`config.mk`:
```
export PLATFORM = sky130hd
export DESIGN_NAME = batt_sched_flat
export DESIGN_NICKNAME = d
export VERILOG_FILES = /design/src/rtl/batt_pkg.sv /design/src/rtl/batt_sched_if.sv /design/src/rtl/batt_qual.sv /design/src/rtl/batt_sched.sv /design/src/flat_wrapper.sv
export SDC_FILE = /design/constraint.sdc
export NUM_CORES = 1
export LEC_CHECK = 0
export BUFFER_PORTS_ARGS = -buffer_cell sky130_fd_sc_hd__buf_4
export CORE_UTILIZATION = 44
export CTS_BUF_LIST = sky130_fd_sc_hd__clkbuf_16
export CTS_CLUSTER_SIZE = 25
export DETAILED_ROUTE_END_ITERATION = 8
export GPL_TIMING_DRIVEN = 0
export HOLD_SLACK_MARGIN = 0.02
export PLACE_DENSITY = 0.72
export SETUP_SLACK_MARGIN = 0.4
export SKIP_LAST_GASP = 1
export SYNTH_ARGS = -nofsm -noshare
export SYNTH_HDL_FRONTEND = slang
export SYNTH_SLANG_ARGS = --single-unit
```
`constraint.sdc`:
```
create_clock -name clk -period 2.2 [get_ports clk]
set_clock_uncertainty 0.2 [all_clocks]
set_input_delay 0.33 -clock clk [delete_from_list [all_inputs] [get_ports clk]]
set_output_delay 0.33 -clock clk [all_outputs]
set_load 0.1 [all_outputs]
```
`src/rtl/batt_pkg.sv`:
```
// Shared types and default tuning for the battery conversion scheduler.
// Latency: n/a (types, constants and a constant-foldable helper only).
// Backpressure: n/a.
package batt_pkg;

   typedef enum logic [1:0] {
      IDLE      = 2'd0,
      CONV_HOST = 2'd1,
      CONV_AUTO = 2'd2
   } state_t;

   localparam int unsigned DEF_PERIOD_W    = 22;
   localparam int unsigned DEF_TMO_CYC     = 8192;
   localparam logic [7:0]  DEF_LOW_THRESH  = 8'hA0;
   localparam logic [7:0]  DEF_HYST        = 8'h08;
   localparam logic [7:0]  DEF_CRIT_THRESH = 8'h90;
   localparam int unsigned DEF_LOW_CNT     = 3;

   // 8-bit add that clamps to 8'hFF instead of wrapping, so a high threshold
   // plus hysteresis can never fold back into a small recovery level.
   function automatic logic [7:0] sat_add8(input logic [7:0] a, input logic [7:0] b);
      logic [8:0] sum;
      sum = {1'b0, a} + {1'b0, b};
      return sum[8] ? 8'hFF : sum[7:0];
   endfunction

endpackage

```
`src/rtl/batt_sched_if.sv`:
```
// A2D conversion handshake between the scheduler and the converter front end.
// Latency: n/a (wires only).
// Backpressure: none; start and completion are single-cycle pulses.
// Ports: strt_cnv (scheduler -> A2D), cnv_cmplt and 12-bit res (A2D -> scheduler).
interface batt_sched_if;
   logic        strt_cnv;
   logic        cnv_cmplt;
   logic [11:0] res;

   modport master (output strt_cnv, input cnv_cmplt, input res);
   modport slave  (input strt_cnv, output cnv_cmplt, output res);
endinterface

```
`src/rtl/batt_qual.sv`:
```
// Qualifies battery samples into a debounced low flag and a sticky critical flag.
// Latency: flags update on the clock edge that captures the sample strobe.
// Backpressure: none; accepts one sample per cycle whenever smp_vld is high.
// Ports: clk, rst_n; smp_vld/smp (8-bit sample), clr_crit; outputs batt_low, batt_crit.
module batt_qual
   import batt_pkg::*;
#(
   parameter logic [7:0]  LOW_THRESH  = DEF_LOW_THRESH,
   parameter logic [7:0]  HYST        = DEF_HYST,
   parameter logic [7:0]  CRIT_THRESH = DEF_CRIT_THRESH,
   parameter int unsigned LOW_CNT     = DEF_LOW_CNT
) (
   input  logic       clk,
   input  logic       rst_n,
   input  logic       smp_vld,
   input  logic [7:0] smp,
   input  logic       clr_crit,
   output logic       batt_low,
   output logic       batt_crit
);

   localparam int unsigned      CNT_W     = $clog2(LOW_CNT + 1);
   localparam logic [CNT_W-1:0] CNT_MAX   = CNT_W'(LOW_CNT);
   localparam logic [7:0]       OK_THRESH = sat_add8(LOW_THRESH, HYST);

   logic [CNT_W-1:0] low_cnt_q, low_cnt_d;
   logic [CNT_W-1:0] ok_cnt_q,  ok_cnt_d;
   logic             batt_low_q, batt_low_d;
   logic             batt_crit_q, batt_crit_d;

   always_comb begin
      low_cnt_d   = low_cnt_q;
      ok_cnt_d    = ok_cnt_q;
      batt_low_d  = batt_low_q;
      batt_crit_d = batt_crit_q;

      if (clr_crit) begin
         batt_crit_d = 1'b0;
      end

      if (smp_vld) begin
         // Evaluated after the clear so a coincident critical sample wins.
         if (smp < CRIT_THRESH) begin
            batt_crit_d = 1'b1;
         end

         if (smp < LOW_THRESH) begin
            ok_cnt_d = '0;
            if (low_cnt_q != CNT_MAX) begin
               low_cnt_d = low_cnt_q + CNT_W'(1);
            end
            if (low_cnt_d == CNT_MAX) begin
               batt_low_d = 1'b1;
            end
         end else if (smp >= OK_THRESH) begin
            low_cnt_d = '0;
            if (ok_cnt_q != CNT_MAX) begin
               ok_cnt_d = ok_cnt_q + CNT_W'(1);
            end
            if (ok_cnt_d == CNT_MAX) begin
               batt_low_d = 1'b0;
            end
         end else begin
            // Hysteresis band: a run must be unbroken to flip the flag.
            low_cnt_d = '0;
            ok_cnt_d  = '0;
         end
      end
   end

   always_ff @(posedge clk or negedge rst_n) begin
      if (!rst_n) begin
         low_cnt_q   <= '0;
         ok_cnt_q    <= '0;
         batt_low_q  <= 1'b0;
         batt_crit_q <= 1'b0;
      end else begin
         low_cnt_q   <= low_cnt_d;
         ok_cnt_q    <= ok_cnt_d;
         batt_low_q  <= batt_low_d;
         batt_crit_q <= batt_crit_d;
      end
   end

   assign batt_low  = batt_low_q;
   assign batt_crit = batt_crit_q;

endmodule

```
`src/rtl/batt_sched.sv`:
```
// Arbitrates host and periodic battery conversions onto one A2D and latches results.
// Latency: strt_cnv 1 cycle after dispatch; batt/host_cmplt 1 cycle after cnv_cmplt.
// Backpressure: one request of each kind is queued; extra requests coalesce.
// Ports: clk, rst_n; host_strt/host_cmplt to cmd_cfg; a2d (master modport:
//        strt_cnv, cnv_cmplt, res); batt, batt_low, batt_crit, clr_crit, tmo_err.
module batt_sched
   import batt_pkg::*;
#(
   parameter int unsigned PERIOD_W    = DEF_PERIOD_W,
   parameter int unsigned TMO_CYC     = DEF_TMO_CYC,
   parameter logic [7:0]  LOW_THRESH  = DEF_LOW_THRESH,
   parameter logic [7:0]  HYST        = DEF_HYST,
   parameter logic [7:0]  CRIT_THRESH = DEF_CRIT_THRESH,
   parameter int unsigned LOW_CNT     = DEF_LOW_CNT
) (
   input  logic              clk,
   input  logic              rst_n,
   input  logic              host_strt,
   output logic              host_cmplt,
   batt_sched_if.master      a2d,
   output logic [7:0]        batt,
   output logic              batt_low,
   output logic              batt_crit,
   input  logic              clr_crit,
   output logic              tmo_err
);

   localparam int unsigned      TMO_W    = ($clog2(TMO_CYC) < 1) ? 1 : $clog2(TMO_CYC);
   localparam logic [TMO_W-1:0] TMO_LAST = TMO_W'(TMO_CYC - 1);

   state_t              state_q, state_d;
   logic [PERIOD_W-1:0] timer_q, timer_d;
   logic                auto_pend_q, auto_pend_d;
   logic                host_pend_q, host_pend_d;
   logic [TMO_W-1:0]    wait_cnt_q, wait_cnt_d;
   logic                strt_cnv_q, strt_cnv_d;
   logic                host_cmplt_q, host_cmplt_d;
   logic [7:0]          batt_q, batt_d;
   logic                tmo_err_q, tmo_err_d;
   logic                smp_vld;

   // The converter returns 12 bits; only the top byte is meaningful here.
   logic unused_res_lsb;
   assign unused_res_lsb = ^a2d.res[3:0];

   always_comb begin
      timer_d      = timer_q + PERIOD_W'(1);
      auto_pend_d  = auto_pend_q;
      host_pend_d  = host_pend_q;
      state_d      = state_q;
      wait_cnt_d   = wait_cnt_q;
      strt_cnv_d   = 1'b0;
      host_cmplt_d = 1'b0;
      batt_d       = batt_q;
      tmo_err_d    = tmo_err_q;
      smp_vld      = 1'b0;

      case (state_q)
         IDLE: begin
            wait_cnt_d = '0;
            if (host_pend_q) begin
               strt_cnv_d  = 1'b1;
               host_pend_d = 1'b0;
               state_d     = CONV_HOST;
            end else if (auto_pend_q) begin
               strt_cnv_d  = 1'b1;
               auto_pend_d = 1'b0;
               state_d     = CONV_AUTO;
            end
         end
         CONV_HOST, CONV_AUTO: begin
            wait_cnt_d = wait_cnt_q + TMO_W'(1);
            // Completion takes priority over a timeout landing in the same cycle.
            if (a2d.cnv_cmplt) begin
               batt_d       = a2d.res[11:4];
               smp_vld      = 1'b1;
               host_cmplt_d = (state_q == CONV_HOST);
               state_d      = IDLE;
            end else if (wait_cnt_q == TMO_LAST) begin
               tmo_err_d    = 1'b1;
               host_cmplt_d = (state_q == CONV_HOST);
               state_d      = IDLE;
            end
         end
         default: begin
            state_d = IDLE;
         end
      endcase

      // Set after the dispatch clear so a request arriving in the dispatch
      // cycle is held for the next idle slot rather than lost.
      if (host_strt) begin
         host_pend_d = 1'b1;
      end
      if (timer_q == '1) begin
         auto_pend_d = 1'b1;
      end
   end

   always_ff @(posedge clk or negedge rst_n) begin
      if (!rst_n) begin
         state_q      <= IDLE;
         timer_q      <= '0;
         auto_pend_q  <= 1'b0;
         host_pend_q  <= 1'b0;
         wait_cnt_q   <= '0;
         strt_cnv_q   <= 1'b0;
         host_cmplt_q <= 1'b0;
         batt_q       <= 8'h00;
         tmo_err_q    <= 1'b0;
      end else begin
         state_q      <= state_d;
         timer_q      <= timer_d;
         auto_pend_q  <= auto_pend_d;
         host_pend_q  <= host_pend_d;
         wait_cnt_q   <= wait_cnt_d;
         strt_cnv_q   <= strt_cnv_d;
         host_cmplt_q <= host_cmplt_d;
         batt_q       <= batt_d;
         tmo_err_q    <= tmo_err_d;
      end
   end

   batt_qual #(
      .LOW_THRESH  (LOW_THRESH),
      .HYST        (HYST),
      .CRIT_THRESH (CRIT_THRESH),
      .LOW_CNT     (LOW_CNT)
   ) u_qual (
      .clk       (clk),
      .rst_n     (rst_n),
      .smp_vld   (smp_vld),
      .smp       (a2d.res[11:4]),
      .clr_crit  (clr_crit),
      .batt_low  (batt_low),
      .batt_crit (batt_crit)
   );

   assign a2d.strt_cnv = strt_cnv_q;
   assign host_cmplt   = host_cmplt_q;
   assign batt         = batt_q;
   assign tmo_err      = tmo_err_q;

endmodule

```
`src/flat_wrapper.sv`:
```
// flat-port wrapper written by rule: the top's interface ports become plain ports
module batt_sched_flat import batt_pkg::*;
#(
   parameter int unsigned PERIOD_W    = DEF_PERIOD_W,
   parameter int unsigned TMO_CYC     = DEF_TMO_CYC,
   parameter logic [7:0]  LOW_THRESH  = DEF_LOW_THRESH,
   parameter logic [7:0]  HYST        = DEF_HYST,
   parameter logic [7:0]  CRIT_THRESH = DEF_CRIT_THRESH,
   parameter int unsigned LOW_CNT     = DEF_LOW_CNT
)
  (clk, rst_n, host_strt, host_cmplt, batt, batt_low, batt_crit, clr_crit, tmo_err, a2d_strt_cnv, a2d_cnv_cmplt, a2d_res);
  batt_sched_if a2d_i ();
  input  logic clk;
  input  logic rst_n;
  input  logic host_strt;
  output logic host_cmplt;
  output logic [7:0] batt;
  output logic batt_low;
  output logic batt_crit;
  input  logic clr_crit;
  output logic tmo_err;
  output wire logic [$bits(a2d_i.strt_cnv)-1:0] a2d_strt_cnv;
  input wire logic [$bits(a2d_i.cnv_cmplt)-1:0] a2d_cnv_cmplt;
  input wire logic [$bits(a2d_i.res)-1:0] a2d_res;
  assign a2d_strt_cnv = a2d_i.strt_cnv;
  assign a2d_i.cnv_cmplt = a2d_cnv_cmplt;
  assign a2d_i.res = a2d_res;
  batt_sched #(.PERIOD_W(PERIOD_W), .TMO_CYC(TMO_CYC), .LOW_THRESH(LOW_THRESH), .HYST(HYST), .CRIT_THRESH(CRIT_THRESH), .LOW_CNT(LOW_CNT)) u_core (.clk(clk), .rst_n(rst_n), .host_strt(host_strt), .host_cmplt(host_cmplt), .a2d(a2d_i), .batt(batt), .batt_low(batt_low), .batt_crit(batt_crit), .clr_crit(clr_crit), .tmo_err(tmo_err));
endmodule
```
; Word level (Yosys, flattened, before mapping)
; Index checks and enable logic that the tools add are counted.
; Widths: inputs -> output; s select.
[op_classes]
addsub = 4
magnitude_cmp = 3
eq_ne = 12
n_mux = 36
n_bitwise = 1
n_reduce_logical = 12
[op_table]
columns = operator, n
row1 = $mux 2, 14
row2 = $pmux 13 s2, 1
row3 = $add 22x1->22 const B, 1
row4 = $eq 22x22->1 const B, 1
row5 = $mux 1, 20
row6 = $lt 8x8->1 const B, 2
row7 = $add 13x1->13 const B, 1
row8 = $eq 13x13->1 const B, 1
row9 = $reduce_bool 2->1, 5
row10 = $ge 8x8->1 const B, 1
row11 = $eq 2x2->1 const B, 3
row12 = $ne 2x2->1 const B, 3
row13 = $reduce_and 2->1, 3
row14 = $add 2x1->2 const B, 2
row15 = $pmux 2 s2, 1
row16 = $reduce_and 4->1, 1
row17 = $ne 3x1->1 const B, 1
row18 = $ne 3x2->1 const B, 1
row19 = $reduce_and 3->1, 1
row20 = $eq 2x1->1 const B, 1
row21 = $logic_not 2->1, 1
row22 = $ne 2x1->1 const B, 1
row23 = $reduce_or 2->1, 1
row24 = $not 1->1, 1
[totals]
ff_bits = 56
input_bits = 17
wordCells = 81

; Depth between registers and ports, before layout
; Gate-level depths: netlist of run 1.
[logic_depth]
depth_word = 9
depth_mapped = 7
ltp_nobuf = 6

; By module
; A second synthesis of run 1 with hierarchy kept.
[unflattened]
hier_cells = 234
area_unflattened_um2 = 2576.2
[by_module_without_submodules]
columns = module, n_inst, cells_per_inst, area_per_inst_um2, seq_area_each_um2
row1 = batt_sched, 1, 206, 2306.0, 1251.2
row2 = batt_qual, 1, 28, 270.3, 150.1

; Worst setup path after synthesis of run 1
; No wires, ideal clock.
[synth_path]
path_kind = reg-to-reg
startpoint = register u_core.state_q[0]
endpoint = register u_core.state_q[0]
setup_ns = 0.133
arrival_ns = 1.504
required_ns = 1.867
path_slack_ns = 0.364
path_stages_with_launch = 8
path_buffers = 1
synth_period_minus_slack_ns = 1.836
cell_sequence = dfrtp_1 inv_1 ha_1 buf_2 nor2b_1 o41ai_4 a2bb2oi_1 o22ai_1
[synth_via]
elab_chain_cells = 4
elab_cells_between_ends = 8
cone_classes = eq/ne: 4 / mux: 1 / reduce/logical: 3
[synth_lines]
columns = item, line
row1 = "start, declared", batt_sched.sv:31  ; state_t state_q, state_d;
row2 = "start signal, assigned", batt_sched.sv:112  ; state_q <= state_d;
row3 = $eq 2x2->1 / $eq 2x1->1 (equally long branches), batt_sched.sv:58  ; case (state_q)
row4 = $reduce_or 2->1, batt_sched.sv:58
row5 = $ne 3x2->1 (no source line), n/a
row6 = $reduce_and 2->1 (no source line), n/a
; Several ways; a longest one is shown, not always the timed one.
; A chain may end at the register's enable or synchronous reset.

; Worst setup path after layout of run 1
; Same ends and word-level chain as after synthesis.

==> results of run 1 <==
==> power breakdown <==
group | switching, mW | internal, mW
logic | 1.10 | 0.466
clock network | 0.347 | 0.530
registers | 0.113 | 1.20
total | 1.56 | 2.19
==> per-layer routing <==
metal | track usage [%] | part of all wire, % | vias up
met1 | 23.0 | 49 | 878
met2 | 25.8 | 45 | 34
met4 | 6.67 | 1.2 | 0
li1 | - | - | 880
met5 | 0 | 0 | -
met3 | 4.07 | 4.7 | 4
==> cell type report <==
type / instances / share of cell area (%)
Sequential cell: 56 / 44.3
Multi-Input combinational cell: 158 / 37.4
Timing Repair Buffer: 33 / 8.10
Clock buffer: 5 / 3.95
Tap cell: 72 / 2.85
Inverter: 12 / 1.42
Clock inverter: 3 / 1.19
Buffer: 3 / 0.830
==> metrics by stage <==
stage | power [mW] | hold WS [ps] | worst slack [ps] | utilization, % | area, um2
final | 3.76 | 30.8 | 444 | 56.8 | 3170
after global routing | 3.93 | 37.5 | 362 | 56.8 | 3170
after CTS | 3.69 | 24.8 | 365 | 55.1 | 3070
after detailed placement | 2.74 | 225 | 207 | 51.0 | 2850
after global placement | 2.72 | 223 | 218 | 51.0 | 2850
after floorplan | 2.42 | -166 | 430 | - | 2570
==> worst max path at each step <==
| stage | end | slack, ps | cells after the start |
|---|---|---|---|
| 3_3_place_gp | u_core.batt[3] | 220 | 5 |
| 6_report | u_core.state_q[0] | 440 | 7 |
| 5_1_grt | u_core.state_q[1] | 360 | 5 |
| 4_1_cts | u_core.state_q[0] | 370 | 7 |
| 2_1_floorplan | u_core.batt[2] | 430 | 5 |
| 3_5_place_dp | u_core.state_q[0] | 210 | 7 |
==> kinds of logic after synthesis <==
group,count (synthesis),synth area share (%)
AND/OR/NAND/NOR,84,18.3
flip-flops,56,54.6
AO/OA/AOI/OAI,36,10.2
XOR/XNOR,24,8.20
buffers and inverters,15,2.29
multiplexers,9,3.90
adder cells (fa/ha/maj),5,2.44
==> what timing repair did <==
action	CTS	global route
resized for setup	10	11
pin swaps	1	5
endpoints found under the setup margin	11	12
hold buffers	2	0
buffers inserted	0	6
endpoints found under the hold margin	57	0
==> state kept, by name, summed over array words and instances (netlist names) <==
signal,cells
u_core.host_cmplt,1
u_core.host_pend_q,1
u_core.u_qual.batt_low,1
u_core.auto_pend_q,1
u_core.batt,8
u_core.u_qual.batt_crit,1
u_core.u_qual.ok_cnt_q,2
u_core.state_q,2
u_core.tmo_err,1
u_core.a2d.strt_cnv,1
u_core.timer_q,22
u_core.wait_cnt_q,13
u_core.u_qual.low_cnt_q,2
==> synth_stat cells (4+ instances only) <==
cell type	instances
dfrtp_1	56
nand2_1	20
nor2_1	20
xnor2_1	16
inv_1	12
nand3_1	12
o21ai_0	9
mux2_2	8
xor2_1	8
ha_1	5
nor3_2	5
and4_1	4
nand2b_1	4
==> impl_metrics.tcl, run 1 <==
set metrics [dict create \
    mostFrequentLayoutCell "dfrtp_1" \
    power.density_nw_per_um2 1190 \
    htreeDepth 2 \
    start_util_pct 46.0 \
    synth_cell_type_count 41 \
    critPathLaunch "u_core.state_q[0]" \
    setup_viol 0 \
    ys_seq_area_share_pct 54.6 \
    synthTopCellsByArea "dfrtp_1 55%, xnor2_1 5.5%, mux2_2 3.5%" \
    crit_family "flip-flops" \
    fp.dieArea_um2 6140 \
    relSlewSlack_pct 53.6 \
    endpoint_kind "flip-flop" \
    start_kind "flip-flop" \
    crit_chain "inv_2 > ha_4 > buf_8 > nor2b_4 > o41ai_4 > a2bb2oi_2 > o22ai_1" \
    rrSetupSlack_ps 440 \
    diodes 0 \
    wl_um 4630 \
    worstSetupPathType "flip-flop to flip-flop" \
    synthesis.nets 251 \
    finalSetupTns_ps 0 \
    cts-root-buf "clkbuf_16" \
    avgViaCountPerCell 5.25 \
    grt_max_degree 57 \
    crit_path_max_incr_delay_ps 400 \
    ios 30 \
    cts.sinks 56 \
    reg2reg_to "u_core.state_q[0]" \
    multi_input_area_um2 1180 \
    dr.first_iter.drc_count 96 \
    path_clk_slew_ps 70 \
    outcome "completed" \
    finalNetCount 291 \
    worstRegToRegCells 7 \
    seq_area_um2 1400 \
    crit_arrival_ps 1720 \
    worst_pin_slew_ps 696 \
    ys_ff_latch 56 \
    critical_path.slowest_cell "dfrtp_1" \
    drive_gt1_share_pct 25.2 \
    fp.dieW_um 78.4 \
    leakage_nw 1.41 \
    yosysTopAreaCell "dfrtp_1" \
    areaGrowthSynthToFinish_pct 23.4 \
    clkLatencyLatePin_ps 290 \
    synth_edf_count 0 \
    cp.required_ps 2160 \
    num_vias 1796 \
    max_cap_viol_count 0 \
    drv_slew 0 \
    grt_pass1_wl_um 8070 \
    rsz0062_at_grt "true" \
    synthArstFlopShare_pct 100 \
    fill_cells 487 \
    syn_area_um2 2560 \
    drtAntennaViolNets 0 \
    min_to "u_core.u_qual.batt_crit" \
    die_y_um 78.4 \
    synth_ff_type "dfrtp_1" \
    synth_top_area_share_pct 54.6 \
    worst-path-buf-inv 2 \
    yosys_warnings 0 \
    drc 0 \
    gp_congestion 0.756 \
    coreArea_um2 5570 \
    dp_cells 326 \
    clockBufferDepth 2 \
    hold_viol 0 \
    grt_overflow 0 \
    cts_made_buffers 5 \
    rows 27 \
    cp_max_fo 5 \
    numPortBuffers 25 \
    min_period_over_period_pct 79.8 \
    grt_pass1_vias 1713 \
    wl_per_cell_um 13.5 \
    most-common-layout-cells "55 x dfrtp_1, 31 x buf_4, 19 x nor2_1, 19 x nand2_1, 16 x xnor2_1" \
    track_usage_pct 16.8 \
    final_cells 342 \
    worst_hold_path.num_cells 2 \
    postSynthCellCount 229 \
    max_clock_freq_ghz 0.569 \
    r2r-start "u_core.state_q[0]" \
    hold_class "primary input to flip-flop" \
    cts_tree "done" \
    dr.pass1.iters 4 \
    postSynthAreaPerCell_um2 11.2 \
    antenna_found_initial 0 \
    min_period_ps 1760 \
    hpwl_um 3090 \
    irDropWorstVdd_v 0.000961 \
    hold_start "clr_crit" \
]
Note: power is estimated with default switching activity, not from simulation.
==> inputs of run 2 (changes only) <==
Settings changed: PLACE_DENSITY 0.72 to 0.74.
Clock period 2.2 ns to 1.5 ns, I/O delays scaled along.
==> run 2 against run 1 <==
The run now ends with negative hold slack, negative setup slack left. Setup slack lost 790 ps. Hold slack lost 260 ps. Clock power grew 30%. Critical path depth shrank 2. Sequential cell count is the same. Via count grew 23%. Cell count grew 14%. Routed wire length grew 61%. Sequential power grew 58%.
==> impl_metrics.tcl, run 2 (same netlist as run 1, synthesis figures left out) <==
set metrics [dict create \
    grt_pass1_vias 2112 \
    rsz0062_at_grt "true" \
    p_int_mw 3.87 \
    dr.first_iter.drc_count 158 \
    drtAntennaViolNets 0 \
    cp.required_ps 1470 \
    setup_ws_ps -344 \
    dpl-instance-area_um2 3030 \
    critPathLaunch "u_core.state_q[0]" \
    final_cell_area_um2 4090 \
    diodes 0 \
    cts_made_buffers 5 \
    start_kind "flip-flop" \
    fp.dieW_um 78.4 \
    leakage_nw 1.90 \
    netSwitchingPower_mw 2.73 \
    num_vias 2201 \
    hpwl_um 3300 \
    clkPwrFrac_pct 17.3 \
    setup_viol 39 \
    coreArea_um2 5570 \
    cp_max_fo 5 \
    most-common-layout-cells "48 x buf_4, 38 x dfrtp_1, 19 x buf_6, 18 x dfrtp_2" \
    finalNetCount 340 \
    start_util_pct 46.0 \
    power_mw 6.60 \
    clkLatencyLatePin_ps 290 \
    outcome "finished with violations" \
    min_period_ps 1840 \
    track_usage_pct 20.5 \
    drv_slew 0 \
    grt_overflow 0 \
    path_clk_slew_ps 70 \
    cts.sinks 56 \
    grt_pass1_wl_um 9680 \
    max_clock_freq_ghz 0.542 \
    hold_class "primary input to async pin" \
    worst_pin_slew_ps 714 \
    fp.dieArea_um2 6140 \
    gp_congestion 0.777 \
    ios 30 \
    die_y_um 78.4 \
    avgViaCountPerCell 5.63 \
    relSlewSlack_pct 52.4 \
    wl_um 7460 \
    power.density_nw_per_um2 1610 \
    power_frac_comb_pct 51.5 \
    largest_register_ffs 22 \
    wl_per_cell_um 19.1 \
    crit_arrival_ps 1820 \
    max_cap_viol_count 0 \
    whs_ps -231 \
    mostFrequentLayoutCell "buf_4" \
    irDropWorstVdd_v 0.00146 \
    endpoint_kind "flip-flop" \
    largest_register "u_core.timer_q" \
    drc 0 \
    numPortBuffers 25 \
    htreeDepth 2 \
    worstSetupPathType "flip-flop to flip-flop" \
    power.share.switching_pct 41.3 \
    violations "negative hold slack, negative setup slack" \
    dr.pass1.iters 4 \
    grt_max_degree 57 \
    rows 27 \
    r2r-start "u_core.state_q[0]" \
    cts_tree "done" \
    clockBufferDepth 2 \
    areaGrowthSynthToFinish_pct 59.6 \
    cts-root-buf "clkbuf_16" \
    utilization_pct 73.4 \
    ctsHoldBuffers 2 \
    antenna_found_initial 0 \
    hold_viol 62 \
    min_period_over_period_pct 123 \
    drive_gt1_share_pct 54.2 \
    seq_power_share_pct 31.3 \
]
run 2: layer usage:
| metal | GRT usage (%) | wire length (um) | up-vias | part of all wire (%) |
|---|---|---|---|---|
| met5 | 0 | 0 | - | 0 |
| met2 | 36.0 | 4040 | 87 | 54 |
| met1 | 24.2 | 2890 | 1109 | 39 |
| met4 | 7.22 | 191 | 0 | 2.6 |
| met3 | 5.23 | 334 | 19 | 4.5 |
| li1 | - | - | 986 | - |
run 2: power groups by stage:
stage	Clock (mW)	Sequential [mW]	Combinational, mW
floorplan	0	3.05	0.740
global placement	0	1.96	2.27
detailed placement	0	1.99	2.29
CTS	1.16	2.00	2.86
global route	1.21	2.09	3.52
finish	1.14	2.07	3.40
run 2: path summary, 6_finish.rpt:
check | end | slack (ps) | cells after the start
max in group asynchronous | u_core.batt[1] | 790 | 1
min in group clk | u_core.batt[1] | -30 | 2
setup reg to reg | u_core.wait_cnt_q[9] | -340 | 5
setup / recovery | u_core.wait_cnt_q[9] | -340 | 5
hold / removal | u_core.wait_cnt_q[11] | -230 | 1
hold reg to reg | u_core.timer_q[11] | 270 | 1
run 2: cell type report:
class,instances,area [um2]
buffer,3,33.8
sequential,56,1420
clock inverter,3,16.3
multi-input combinational,158,1490
timing repair buffer,82,863
clock buffer,5,125
fill,317,1480
inverter,12,50.0
tap,72,90.1
run 2: what timing repair did:
action,4_1_cts,5_1_grt
setup endpoints to repair,65,67
setup buffers,36,18
pin swaps,25,22
hold endpoints to repair,66,64
gates cloned,0,1
gates resized for setup,67,47
run 2: metrics by stage:
stage | TNS (ps) | setup WS, ps | instances | hold slack [ps]
final | -6230 | -344 | 391 | -231
after CTS | -2810 | -194 | 372 | -189
after global placement | -2950 | -281 | 326 | 116
after global routing | -8460 | -423 | 391 | -164
after floorplan | -912 | -114 | 229 | -271
after detailed placement | -3430 | -284 | 326 | 122
run 2: worst max-delay path, stage by stage (launching register included):
cell	delay [ps]
dfrtp_1	410
ha_2	230
nand3b_1	240
nor4_2	420
xnor2_1	170
nor2_1	70
